### config.mk
export PLATFORM = sky130hd
export DESIGN_NAME = wb_row_sender
export DESIGN_NICKNAME = d
export VERILOG_FILES = /design/src/rtl/wb_row_sender.sv
export SDC_FILE = /design/constraint.sdc
export NUM_CORES = 1
export LEC_CHECK = 0
export BUFFER_PORTS_ARGS = -buffer_cell sky130_fd_sc_hd__buf_4
export CAP_MARGIN = 20
export CORE_MARGIN = 1.5
export CORE_UTILIZATION = 40
export CTS_BUF_LIST = sky130_fd_sc_hd__clkbuf_4 sky130_fd_sc_hd__clkbuf_8 sky130_fd_sc_hd__clkbuf_16
export CTS_CLUSTER_DIAMETER = 30
export DETAILED_ROUTE_END_ITERATION = 10
export PLACE_DENSITY = 0.76
export SLEW_MARGIN = 10
export SYNTH_ARGS = -nofsm -noshare
export SYNTH_HDL_FRONTEND = slang
export SYNTH_SLANG_ARGS = --single-unit
### constraint.sdc
create_clock -name clk -period 4.45 [get_ports clk]
set_input_delay 0.89 -clock clk [delete_from_list [all_inputs] [get_ports clk]]
set_output_delay 0.89 -clock clk [all_outputs]
set_load 0.01 [all_outputs]
### src/rtl/wb_row_sender.sv
// Writeback stage: drives the register-file write port and queues board-row and shape-commit
// events in a small FIFO that drains to the board engine over a valid/ready handshake.
module wb_row_sender #(
    parameter int unsigned FIFO_DEPTH = 4,
    parameter int unsigned DATA_W     = 32,
    parameter int unsigned IDX_W      = 5
) (
    input  logic              clk,
    input  logic              rst,
    input  logic [DATA_W-1:0] data_in,
    input  logic [DATA_W-1:0] PC_plus_8_in,
    input  logic [IDX_W-1:0]  writeregsel_in,
    input  logic              regWrite_in,
    input  logic              isJAL_in,
    input  logic              ifSendRow_in,
    input  logic              isMoveOrWriteShape_in,
    input  logic [IDX_W-1:0]  index_data_in,
    input  logic [DATA_W-1:0] row_data_in,
    input  logic [DATA_W-1:0] line_status_in,
    output logic              rf_we,
    output logic [IDX_W-1:0]  rf_waddr,
    output logic [DATA_W-1:0] rf_wdata,
    output logic              stall,
    output logic              ev_valid,
    input  logic              ev_ready,
    output logic              ev_is_row,
    output logic              ev_is_commit,
    output logic [IDX_W-1:0]  ev_index,
    output logic [DATA_W-1:0] ev_row,
    output logic [DATA_W-1:0] line_status_q
);

    localparam int unsigned PTR_W = (FIFO_DEPTH > 1) ? $clog2(FIFO_DEPTH) : 1;
    localparam int unsigned CNT_W = $clog2(FIFO_DEPTH + 1);

    logic              is_row_mem    [FIFO_DEPTH];
    logic              is_commit_mem [FIFO_DEPTH];
    logic [IDX_W-1:0]  index_mem     [FIFO_DEPTH];
    logic [DATA_W-1:0] row_mem       [FIFO_DEPTH];

    logic [PTR_W-1:0] wr_ptr_q, wr_ptr_d;
    logic [PTR_W-1:0] rd_ptr_q, rd_ptr_d;
    logic [CNT_W-1:0] count_q, count_d;

    logic req;
    logic push;
    logic pop;
    logic not_full;

    assign req      = ifSendRow_in | isMoveOrWriteShape_in;
    assign ev_valid = (count_q != '0);
    assign not_full = (count_q < CNT_W'(FIFO_DEPTH));
    assign pop      = ev_valid & ev_ready;
    // A full queue still accepts when the head leaves in the same cycle.
    assign push     = req & (not_full | pop);
    assign stall    = req & ~push;

    assign rf_wdata = isJAL_in ? PC_plus_8_in : data_in;
    assign rf_waddr = writeregsel_in;
    assign rf_we    = regWrite_in & ~stall & (writeregsel_in != '0);

    always_comb begin
        wr_ptr_d = wr_ptr_q;
        rd_ptr_d = rd_ptr_q;
        count_d  = count_q;
        if (push) begin
            wr_ptr_d = wr_ptr_q + 1'b1;
        end
        if (pop) begin
            rd_ptr_d = rd_ptr_q + 1'b1;
        end
        if (push && !pop) begin
            count_d = count_q + 1'b1;
        end else if (pop && !push) begin
            count_d = count_q - 1'b1;
        end
    end

    always_ff @(posedge clk or negedge rst) begin
        if (!rst) begin
            wr_ptr_q      <= '0;
            rd_ptr_q      <= '0;
            count_q       <= '0;
            line_status_q <= '0;
        end else begin
            wr_ptr_q <= wr_ptr_d;
            rd_ptr_q <= rd_ptr_d;
            count_q  <= count_d;
            if (push && isMoveOrWriteShape_in) begin
                line_status_q <= line_status_in;
            end
        end
    end

    // Storage is not reset; the outputs below are gated by ev_valid instead.
    always_ff @(posedge clk) begin
        if (push) begin
            is_row_mem[wr_ptr_q]    <= ifSendRow_in;
            is_commit_mem[wr_ptr_q] <= isMoveOrWriteShape_in;
            index_mem[wr_ptr_q]     <= index_data_in;
            row_mem[wr_ptr_q]       <= row_data_in;
        end
    end

    always_comb begin
        ev_is_row    = 1'b0;
        ev_is_commit = 1'b0;
        ev_index     = '0;
        ev_row       = '0;
        if (ev_valid) begin
            ev_is_row    = is_row_mem[rd_ptr_q];
            ev_is_commit = is_commit_mem[rd_ptr_q];
            ev_index     = index_mem[rd_ptr_q];
            ev_row       = row_mem[rd_ptr_q];
        end
    end

endmodule

=== Word level (Yosys, flattened, before mapping) ===
Memory sizes are Yosys's and may differ from the RTL's.
Cells that the tools add are included.

* Add/sub/neg operators: 4
* Order comparisons: 1
* Mux-type cells: 9
* Bitwise logic cells: 9
* Reductions and logical operators: 8

{| class="wikitable"
|+ Operators by type and width
! operator !! number
|-
| $mux W32 || 2
|-
| $mux W3 || 2
|-
| $and A1 B1 Y1 || 5
|-
| $mux W5 || 1
|-
| $reduce_bool A5 Y1 || 1
|-
| $add A2 B1 Y2 const B || 2
|-
| $mux W1 || 4
|-
| $add A3 B1 Y3 const B || 1
|-
| $logic_and A1 B1 Y1 || 3
|-
| $lt A3 B3 Y1 const B || 1
|-
| $reduce_bool A3 Y1 || 1
|-
| $sub A3 B1 Y3 const B || 1
|-
| $logic_not A1 Y1 || 2
|-
| $not A1 Y1 || 2
|-
| $or A1 B1 Y1 || 2
|-
| $reduce_bool A2 Y1 || 1
|}

* Bits in registers: 39
* RAM bits: 156
* Output and inout bits: 111
* Memories: 4

{| class="wikitable"
|+ Memories
! name !! words !! bits a word !! read ports !! clocked after Yosys merged registers in !! wr ports !! RTL line !! text
|-
| row_mem || 4 || 32 || 1 || 0 || 1 || 39 || <nowiki>logic [DATA_W-1:0] row_mem [FIFO_DEPTH];</nowiki>
|-
| index_mem || 4 || 5 || 1 || 0 || 1 || 38 || <nowiki>logic [IDX_W-1:0] index_mem [FIFO_DEPTH];</nowiki>
|-
| is_commit_mem || 4 || 1 || 1 || 0 || 1 || 37 || <nowiki>logic is_commit_mem [FIFO_DEPTH];</nowiki>
|-
| is_row_mem || 4 || 1 || 1 || 0 || 1 || 36 || <nowiki>logic is_row_mem [FIFO_DEPTH];</nowiki>
|}

=== Logic depth before layout (Yosys ltp) ===
* Depth after elaboration: 9
* Gate-level depth with buffers: 9
* Mapped depth without buffers: 8

=== Least setup slack after synthesis ===
Ideal clock, no wire load.

* Path kind: in2reg
* From: input ev_ready
* To: memory index_mem[0][0], enable pin
* Library setup time: 400 ps
* Arrival time: 2,263 ps
* Path slack: 1,787 ps
* Stages: 4
* Cells stage by stage: nand2b_1 -> nor2b_1 -> buf_2 -> and2_1

* Word-level cells in the longest chain between the ends: 5

{| class="wikitable"
|+ Ends and longest elaborated chain
! element !! RTL line !! text
|-
| start: declaration || 25 || <nowiki>input logic ev_ready,</nowiki>
|-
| $and A1 B1 Y1 || 53 || <nowiki>assign pop = ev_valid & ev_ready;</nowiki>
|-
| $or A1 B1 Y1 || 55 || <nowiki>assign push = req & (not_full | pop);</nowiki>
|-
| $and A1 B1 Y1 || 55 ||
|-
| net push || 46 || <nowiki>logic push;</nowiki>
|-
| $mux W1 || 97 || <nowiki>if (push) begin</nowiki>
|-
| $mux W1 (implied by the code) || 100 || <nowiki>index_mem[wr_ptr_q] <= index_data_in;</nowiki>
|-
| end: declaration || 38 ||
|}

The timed path passes the listed nets, and every way through them passes these cells.

=== Worst setup path in the final report ===
* From: register rd_ptr_q[0]
* To: output ev_row[13]

* Word-level cells in the longest chain between the ends: 2

{| class="wikitable"
|+ Ends and longest elaborated chain
! element !! RTL line !! text
|-
| start: declaration || 42 || <nowiki>logic [PTR_W-1:0] rd_ptr_q, rd_ptr_d;</nowiki>
|-
| start signal: assignment || 87 || <nowiki>rd_ptr_q <= rd_ptr_d;</nowiki>
|-
| $mem_v2 Z4 W32 || n/a ||
|-
| $mux W32 || 110 || <nowiki>if (ev_valid) begin</nowiki>
|-
| end: declaration || 29 || <nowiki>output logic [DATA_W-1:0] ev_row,</nowiki>
|}

Every way passes these cells.

==> tab_implementation.tex <==
\begin{tabular}{lr}
\hline
Metric & Value \\
\hline
\multicolumn{2}{l}{\textbf{Global route}} \\
Combined global-route utilization of all metal layers & 17.7\% \\
Initial antenna violation count & 1 \\
Vias in the first global route & 4836 \\
Pin count of the biggest net entering global routing & 41 \\
Wire length of the first global-routing pass & 26300 µm \\
Total global routing overflow & 0 \\
\multicolumn{2}{l}{\textbf{Detailed routing}} \\
Routed wire length & 18000 µm \\
Number of DRC markers in iteration 0 & 135 \\
Average wire per standard cell & about 19 µm \\
Via-per-instance ratio & approximately 4.8 \\
Post-route antenna net violation count & 0 \\
DRC violation count after routing & 0 \\
Detailed-routing iteration count for the pre-antenna-repair pass & 4 \\
DR vias & about 4500 \\
\multicolumn{2}{l}{\textbf{Layout}} \\
Total Nets Final & 802 \\
Layout Cells excl Fill & 930 \\
Signed area change from the synthesized netlist to the final layout & 34.8\% \\
Share of final-layout standard cells stronger than drive strength 1 & roughly three fifths \\
\multicolumn{2}{l}{\textbf{STA}} \\
Post-layout worst setup margin & 1120 ps \\
Post-route clock period utilization & approximately three quarters \\
Max Slew Vio Count & 0 \\
Max Fclk & 300 MHz \\
Setup\_tns & 0 ps \\
Worst hold margin & 406 ps \\
Worst-case headroom to the max-slew limit & between 20\% and 30\% \\
Final Hold Vio Count & 0 \\
Transition time of the tightest slew-check pin & 1060 ps \\
Final setup violating endpoints & 0 \\
Final critical-path required period & approximately 3300 ps \\
Worst clock skew & 10.0 ps \\
Unrepaired setup endpoints after global routing & false \\
\multicolumn{2}{l}{\textbf{Floorplan}} \\
Die height & 144 µm \\
Number of I/O pins & 256 \\
Horizontal die dimension & 144 µm \\
Area of the die & slightly above 20000 µm² \\
Placeable core region & 19500 µm² \\
Total number of placement rows & approximately 50 \\
Starting Density & 40.8\% \\
\multicolumn{2}{l}{\textbf{Placed design}} \\
Post-placement worst setup slack & around 1400 ps \\
Placed wire-length estimate after detailed placement & 13000 µm \\
Total placed cells including tap cells & 895 \\
PortBufs & 255 \\
Final weighted congestion of routability-driven global placement & 0.723 \\
\multicolumn{2}{l}{\textbf{Setup path}} \\
Start of the worst register-to-register path & count\_q[2] \\
Crit path arrival time & roughly 2400 ps \\
Start point of the critical path & rd\_ptr\_q[0] \\
Category of the critical setup timing path & flop to output port \\
Cells on worst reg2reg path & 3 \\
Startpoint type of the worst setup path & flop \\
Crit path required time & 3560 ps \\
Worst-path fanout max & 17 \\
Worst setup EP type & output port \\
\multicolumn{2}{l}{\textbf{Yosys}} \\
Synth Net Count & $\sim$550 \\
Synthesized area per cell & around 20 µm² \\
Share of synthesized area occupied by flip-flops and latches & 71.0\% \\
FFs w/ async S/R, synth & 20.0\% \\
Syn Inst Count & about 400 \\
Synthesis-stage register bit count & 195 \\
Number of enable-type register cells in the synthesized netlist & 156 \\
Flip-flop cell with the highest count after synthesis & sky130\_fd\_sc\_hd\_\_edfxtp\_1 \\
Netlist area before placement & 7970 µm² \\
Warnings, synthesis & 0 \\
Synth unique cells & 26 \\
\multicolumn{2}{l}{\textbf{Outcome}} \\
Run status & completed \\
\multicolumn{2}{l}{\textbf{Clock tree}} \\
CTS sink count & between 150 and 200 \\
Clock buffers created by TritonCTS & 17 \\
TritonCTS clock tree & yes \\
Clock root buffer & sky130\_fd\_sc\_hd\_\_clkbuf\_16 \\
Post-CTS Hold Buffers & 0 \\
Number of buffers on the longest clock path & 2 \\
Clock insertion delay at the later pin of the skew report & 430 ps \\
Worst-path clk slew & 80 ps \\
Setup bufs post-CTS & 0 \\
Gates resized, CTS repair & 0 \\
H-tree lvl count & 4 \\
\multicolumn{2}{l}{\textbf{Pwr}} \\
Peak VDD IR & 0.000305 V \\
Power density normalized to cell area & 614 nW/µm² \\
Leakage power of the design & 4.20 nW \\
\multicolumn{2}{l}{\textbf{Worst hold path}} \\
Worst min path class & primary input to async pin \\
\multicolumn{2}{l}{\textbf{Job}} \\
Max Cap Viol & 0 \\
\hline
\end{tabular}
[cell usage in the layout, fill, tap and decap left out, types with 4 or more instances in the layout]
cell,netlist,layout
sky130_fd_sc_hd__dfrtp_1,39,37
sky130_fd_sc_hd__ha_1,5,5
sky130_fd_sc_hd__buf_4,5,258
sky130_fd_sc_hd__and2_2,0,4
sky130_fd_sc_hd__xnor2_1,4,4
sky130_fd_sc_hd__clkinv_8,0,7
sky130_fd_sc_hd__edfxtp_1,156,156
sky130_fd_sc_hd__mux4_2,38,38
sky130_fd_sc_hd__nor2_1,4,4
sky130_fd_sc_hd__clkbuf_16,0,17
sky130_fd_sc_hd__mux2_2,64,64
sky130_fd_sc_hd__and2_1,43,39
[final timing paths]
kind	end	slack (ps)
setup / recovery	ev_row[13]	1120
hold / removal	line_status_q[18]	410
max in group asynchronous	rd_ptr_q[0]	3670
hold reg to reg	count_q[2]	500
setup reg to reg	row_mem[0][29]	2090
min in group clk	count_q[2]	500
[power by group]
part,internal [W],switching (W)
logic,0.00130,0.00102
registers,0.00249,0.000261
clock network,0.000774,0.000760
[cell type report]
class | instances | area (µm²)
inverters | 3 | 11.3
flip-flops and latches | 195 | 5660
repair buffers | 261 | 2010
fillers | 1565 | 8780
well taps | 265 | 332
multi-input cells | 173 | 2100
clock inverters | 15 | 200
diodes | 1 | 2.50
clock buffers | 17 | 425
[cell families after synthesis]
group           after synthesis  synth area share (%)
compound gates                2                 0.125
xor+xnor                      6                 0.659
flops                       195                  71.0
simple gates                 54                  4.02
buf+inv                      30                  2.73
fa+ha+maj                     6                  1.04
mux                         105                  20.4
[sequential cells by signal, summed over array words and instances, names as in the netlist]
signal,count
index_mem,20
line_status_q,32
is_row_mem,4
row_mem,128
count_q,3
rd_ptr_q,2
wr_ptr_q,2
is_commit_mem,4
[through the flow]
stage | util (%) | cell area, µm² | power (W)
after floorplan | - | 7970 | 0.00411
after global placement | 51.4 | 10000 | 0.00506
after detailed placement | 51.6 | 10100 | 0.00514
after CTS | 54.8 | 10700 | 0.00668
after global routing | 55.0 | 10700 | 0.00695
final | 55.0 | 10700 | 0.00660
[routing by layer]
metal | global-route usage [%] | wire [µm] | part of all wire, % | up-vias
met1 | 17.6 | 6000 | 33 | 2211
met2 | 34.4 | 10200 | 57 | 223
met3 | 4.24 | 1410 | 7.8 | 20
met4 | 8.03 | 386 | 2.1 | 0
li1 | - | - | - | 2042
met5 | 0 | 0 | 0 | -
[cell usage after synthesis, types with 2 or more instances]
cell | count | area share, %
sky130_fd_sc_hd__xnor2_1 | 4 | 0.44
sky130_fd_sc_hd__buf_4 | 5 | 0.47
sky130_fd_sc_hd__xor2_1 | 2 | 0.22
sky130_fd_sc_hd__mux2_1 | 2 | 0.28
sky130_fd_sc_hd__nand2_1 | 2 | 0.094
sky130_fd_sc_hd__ha_1 | 5 | 0.79
sky130_fd_sc_hd__mux4_2 | 38 | 11
sky130_fd_sc_hd__mux2_2 | 64 | 9.0
sky130_fd_sc_hd__nor2_1 | 4 | 0.19
sky130_fd_sc_hd__clkbuf_1 | 6 | 0.28
sky130_fd_sc_hd__buf_12 | 4 | 1.0
sky130_fd_sc_hd__buf_2 | 11 | 0.69
sky130_fd_sc_hd__and2_1 | 43 | 3.4
sky130_fd_sc_hd__inv_1 | 3 | 0.14
sky130_fd_sc_hd__dfrtp_1 | 39 | 12
sky130_fd_sc_hd__edfxtp_1 | 156 | 59
[critical path, stage by stage (launching register included)]
cell,delay [ps]
sky130_fd_sc_hd__dfrtp_2,710
sky130_fd_sc_hd__buf_4,410
sky130_fd_sc_hd__mux4_2,560
sky130_fd_sc_hd__and2_1,170
sky130_fd_sc_hd__buf_4,140
No activity file was read; power rests on OpenSTA's default activity.
